**src/rtl/lfsr_rng_bounded.sv**
```systemverilog
// lfsr_rng_bounded: Fibonacci LFSR random source with rejection sampling against an exclusive bound.
module lfsr_rng_bounded #(
  parameter int WIDTH = 8,
  parameter logic [WIDTH-1:0] TAPS = 8'hB8,
  parameter logic [WIDTH-1:0] SEED = 8'h80,
  parameter int MAX_TRIES = 16
) (
  input  logic             clk,
  input  logic             reset_n,
  input  logic             seed_load,
  input  logic [WIDTH-1:0] seed,
  input  logic             req,
  input  logic [WIDTH-1:0] bound,
  output logic             ready,
  output logic             rand_valid,
  output logic [WIDTH-1:0] rand_num,
  output logic             fail,
  input  logic             rand_ack
);
  localparam int TW = $clog2(MAX_TRIES + 1);
  localparam logic [1:0] IDLE = 2'd0, STEP = 2'd1, HOLD = 2'd2;
  logic [1:0] state;
  logic [WIDTH-1:0] lfsr, bound_q, cand;
  logic [TW-1:0] tries;
  logic hit, last;
  assign cand = {lfsr[WIDTH-2:0], ^(lfsr & TAPS)};
  assign hit = (bound_q == '0) || (cand < bound_q);
  assign last = tries == TW'(MAX_TRIES - 1);
  assign ready = state == IDLE;
  always_ff @(posedge clk or negedge reset_n) begin
    if (!reset_n) begin
      state <= IDLE;
      lfsr <= SEED;
      bound_q <= '0;
      tries <= '0;
      rand_num <= '0;
      rand_valid <= 1'b0;
      fail <= 1'b0;
    end else begin
      case (state)
        IDLE: begin
          if (seed_load) lfsr <= (seed == '0) ? SEED : seed;
          else if (req) begin
            bound_q <= bound;
            tries <= '0;
            state <= STEP;
          end
        end
        STEP: begin
          lfsr <= cand;
          if (hit) begin
            rand_num <= cand;
            rand_valid <= 1'b1;
            fail <= 1'b0;
            state <= HOLD;
          end else begin
            tries <= tries + 1'b1;
            // Exhausting the budget still produces a result, flagged by fail.
            if (last) begin
              rand_num <= '0;
              fail <= 1'b1;
              rand_valid <= 1'b1;
              state <= HOLD;
            end
          end
        end
        HOLD: begin
          if (rand_ack) begin
            rand_valid <= 1'b0;
            fail <= 1'b0;
            state <= IDLE;
          end
        end
        default: state <= IDLE;
      endcase
    end
  end
endmodule

```
**config.mk**
```make
export PLATFORM = sky130hd
export DESIGN_NAME = lfsr_rng_bounded
export DESIGN_NICKNAME = d
export VERILOG_FILES = /design/src/rtl/lfsr_rng_bounded.sv
export SDC_FILE = /design/constraint.sdc
export NUM_CORES = 1
export LEC_CHECK = 0
export CAP_MARGIN = 20
export CORE_UTILIZATION = 35
export DETAILED_ROUTE_END_ITERATION = 8
export SYNTH_ARGS = -nofsm -noshare
export SYNTH_HDL_FRONTEND = slang
export SYNTH_SLANG_ARGS = --single-unit
```
**constraint.sdc**
```tcl
create_clock -name clk -period 6 [get_ports clk]
set_clock_uncertainty 0.2 [all_clocks]
set_input_delay 0.9 -clock clk [delete_from_list [all_inputs] [get_ports clk]]
set_output_delay 0.9 -clock clk [all_outputs]
set_load 0.05 [all_outputs]
```
Word level (Yosys, flattened, before mapping)
Index checks and enable logic that the tools add are counted.
- magnitude comparators: 1
- bitwise gates (word level): 1
- add/sub/neg operators: 1
- mux-type cells: 21
- reduce and logical (&&, ||, !) cells: 14
- eq/ne operators: 9
- operators with widths (operator ; count):
    $mux W8 ; 4
    $logic_not A8 Y1 ; 2
    $pmux W8 S2 ; 1
    $mux W5 ; 3
    $mux W2 ; 5
    $ne A2 B2 Y1 const B ; 5
    $pmux W5 S2 ; 1
    $lt A8 B8 Y1 ; 1
    $reduce_and A4 Y1 ; 2
    $reduce_xor A8 Y1 ; 1
    $pmux W2 S3 ; 1
    $reduce_and A3 Y1 ; 2
    $reduce_bool A2 Y1 ; 3
    $add A5 B1 Y5 const B ; 1
    $eq A5 B4 Y1 const B ; 1
    $mux W1 ; 4
    $pmux W1 S2 ; 2
    $reduce_and A2 Y1 ; 2
    $ne A3 B3 Y1 const B ; 1
    $eq A2 B1 Y1 const B ; 1
    $eq A2 B2 Y1 const B ; 1
    $logic_not A2 Y1 ; 1
    $logic_or A1 B1 Y1 ; 1
    $not A1 Y1 ; 1
- bits of input ports: 21
- output and inout bits: 11
- word-level logic and storage cells: 54
- register bits: 33

Longest topological paths before layout
- depth after elaboration: 5
- mapped depth: 9
- gate-level depth less buffers: 8

Worst setup path after synthesis
Ideal clock, no wire load.
- path type: flip-flop to output port
- from: register state[1]
- to: output ready
- stages on the path, launching flop included: 3
- required time: 4.900 ns
- path buffers: 1
- data arrival time: 1.246 ns
- slack: 3.654 ns
- cell sequence: dfrtp_1 clkbuf_1 nor2_1
- longest elaborated chain between the ends: 1
- ends and longest elaborated chain (item ; line ; text):
    from (decl) ; 22 ; logic [1:0] state;
    from (signal assigned) ; 32 ; state <= IDLE;
    from (signal assigned) ; 46 ; state <= STEP;
    from (signal assigned) ; 55 ; state <= HOLD;
    $logic_not A2 Y1 ; 29 ; assign ready = state == IDLE;
    to (decl) ; 14 ; output logic ready,
Every way passes these cells.

Worst setup path after layout
- from: register state[0]
- to: output ready
The elaborated chain is that of the path after synthesis.

==> qor.csv <==
stage;metric;value;unit
status;status;finished, violations left;
status;failed_checks;DRC;
cells_and_area;area_growth_syn_to_layout;25.9;%
die;fp-row-count;24;
route;remaining_drc_errors;3;
critical_path;worst-r2r-cell-count;7;
timing;setup_violations;0;
global_route;grt-ovfl-total;0;
cells_and_area;drive_gt1_share;5.97;%
logic_synthesis;synth_seq_cells;33;
timing;rsz0062_at_grt;false;
placed_design;io_buffers;31;
critical_path;worst-path-max-fanout;23;
route;wl_per_cell;14.5;um
clock_network;cts_tree;yes;
route;drtPass1Iterations;6;
timing;drv_slew;0;
power;p_leak;0.000928;uW
clock_network;cts_buffers;5;
cells_and_area;nFillCells;407;
die;start_util;37.5;%
route;num_vias;1321;
global_route;grt_max_degree;34;
die;core;4470;um2
placed_design;place.gp.congestion;0.795;
global_route;grt_antenna_before_repair;0;
cells_and_area;antenna_cells;0;
route;via_per_inst;5.22;
timing;timing.hold.ws;0.278;ns
critical_path;worstPathArrival;1.86;ns
critical_path;slowest_stage;clkdlybuf4s50_1;
worst_hold_path;min-delay-start;tries[3];
clock_network;cts.sinks;33;
timing;hold_violations;0;
timing;fmax;337;MHz
worst_hold_path;holdPathEnd;tries[3];
clock_network;path_clk_slew;0.06;ns
critical_path;critPathRequiredTime;4.90;ns
logic_synthesis;synth_warnings;0;
die;ios;32;
logic_synthesis;seq_area_frac_synth;49.3;%
clock_network;cts_buffer_depth;2;
global_route;grt_pass1_vias;1299;
worst_hold_path;holdPathStages;1;
die;dieArea;5080;um2
route;postRouteAntennaNets;0;
clock_network;cts_setup_buffers;0;
run;drv_cap;0;
logic_synthesis;yosys.area.top_type_share;47.7;%
clock_network;htreeDepth;2;
route;drt_wl_total;3670;um
clock_network;clk_latency;0.29;ns
critical_path;r2r_end;tries[3];
logic_synthesis;ys_types;33;
power;vdd_drop_max;0.239;mV
critical_path;cp-end-kind;output pin;
timing;fin_setup_tns;0;ns
cells_and_area;fin_nets;230;
critical_path;cp_cell_sequence;nor2_1 -> clkdlybuf4s50_1;
clock_network;cts_resized;0;
power;powerDensity;529;nW/um2
critical_path;crit_type;register to output pin;
route;drtIter0Drc;53;
placed_design;dp_hpwl;2680;um
worst_hold_path;hold_class;register to register;
die;fp.dieH;71.3;um
logic_synthesis;syn_area;1680;um2
timing;worstMarginPinSlew;0.733;ns
cells_and_area;final_common_cell;dfrtp_1;
logic_synthesis;yosys.area.top_type;dfrtp_1;
logic_synthesis;syn-num-nets;198;
critical_path;slowest_delay;0.82;ns
timing;min_period;2.96;ns
logic_synthesis;syn_area_per_cell;9.99;um2
power;power;1120;uW
logic_synthesis;netlist_instances;168;
global_route;grt_usage;15.9;%
critical_path;regToRegStartpoint;lfsr[2];
timing;slew_headroom;50.8;%
timing;min_period_over_period;49.4;%
cells_and_area;layout_common_cells;32 x dfrtp_1, 31 x clkdlybuf4s50_1, 18 x o21ai_0;
global_route;grt_first_pass_wirelength;6180;um
clock_network;holdBufCountCts;0;
critical_path;worst_setup_path_start_kind;register;
critical_path;regToRegSetupSlack;3.52;ns
clock_network;root_buffer;clkbuf_8;
placed_design;placed_cell_area;2020;um2
cells_and_area;fin_area;2110;um2
logic_synthesis;synth_area_leaders;dfrtp_1 48%, ha_1 6.7%, o21ai_0 5.4%, a22o_1 4.2%, and3b_1 3.7%;
die;die_x;71.3;um
## area by class of cell
type | instances | area [um2] | area share (%)
sequential | 33 | 827 | 39.1
inverter | 14 | 52.6 | 2.49
multi-input combinational | 114 | 762 | 36.0
timing repair buffer | 32 | 318 | 15.0
tap | 52 | 65.1 | 3.08
clock buffer | 8 | 90.1 | 4.26
## how the worst max path moves through the flow
stage / startpoint / endpoint / slack (ns) / cells after the start
6_report: state[0] / ready / 3.04 / 2
2_1_floorplan: state[1] / ready / 3.65 / 2
4_1_cts: state[0] / ready / 3.03 / 2
3_5_place_dp: seed[3] / lfsr[7] / 3.35 / 6
3_3_place_gp: state[0] / ready / 3.35 / 2
5_1_grt: state[0] / ready / 2.93 / 2
## where the power goes
part	internal [uW]	leakage [uW]	switching, uW	total, uW
Combinational	218	0.000466	323	541
Sequential	316	0.000416	90.9	407
Clock	93.4	0.0000455	77.0	170
## logic make-up (layout without fill, tap and decap cells)
group                      Yosys count  count (layout)  share of synthesized area, %
AOI/OAI and AO/OA                   53              53                          20.6
DFF                                 33              33                          49.3
adders and majority gates            9               9                          6.71
xor gates and xnor gates             3               3                          1.57
and+or+nand+nor                     49              49                          16.5
buffers and inverters               21              54                          5.37
## synthesized netlist by cell type, drive strengths merged
library cell  number
nand3              7
nor4               1
nor3               2
nand2b             1
inv               14
nor4b              1
xor2               1
o22a               1
o31a               2
o21a               1
ha                 9
o211ai             2
nand2             15
nor2               6
a22o               8
or4                3
dfstp              1
buf                2
clkbuf             5
xnor2              2
a21oi             11
o22ai              1
and3b              7
o21ai             23
and3               2
nor2b              4
o31ai              4
dfrtp             32
## sequential cells by signal, indices dropped and copies added, names as in the netlist
name        flops
rand_num        8
rand_valid      1
fail            1
tries           5
state           2
lfsr            8
bound_q         8
## critical path: cells and delay by family, from the launching register on
family | cells | cell delay, ns
buffers and inverters | 1 | 0.82
DFF | 1 | 0.59
and+or+nand+nor | 1 | 0.17
## metal layers
layer / share of wire, % / global-route usage (%)
met1: 51 / 21.4
met2: 43 / 24.1
met3: 4.9 / 4.50
met4: 1.7 / 6.67
met5: 0 / 0
## per-stage QoR
| stage | cells | utilization [%] | setup slack (ns) |
|---|---|---|---|
| final | 253 | 47.3 | 3.04 |
| after global routing | 253 | 47.3 | 2.93 |
| after CTS | 253 | 47.3 | 3.03 |
| after detailed placement | 245 | 45.2 | 3.35 |
| after global placement | 245 | 45.2 | 3.35 |
| after floorplan | 168 | - | 3.65 |
(Power assumes the default switching activity.)
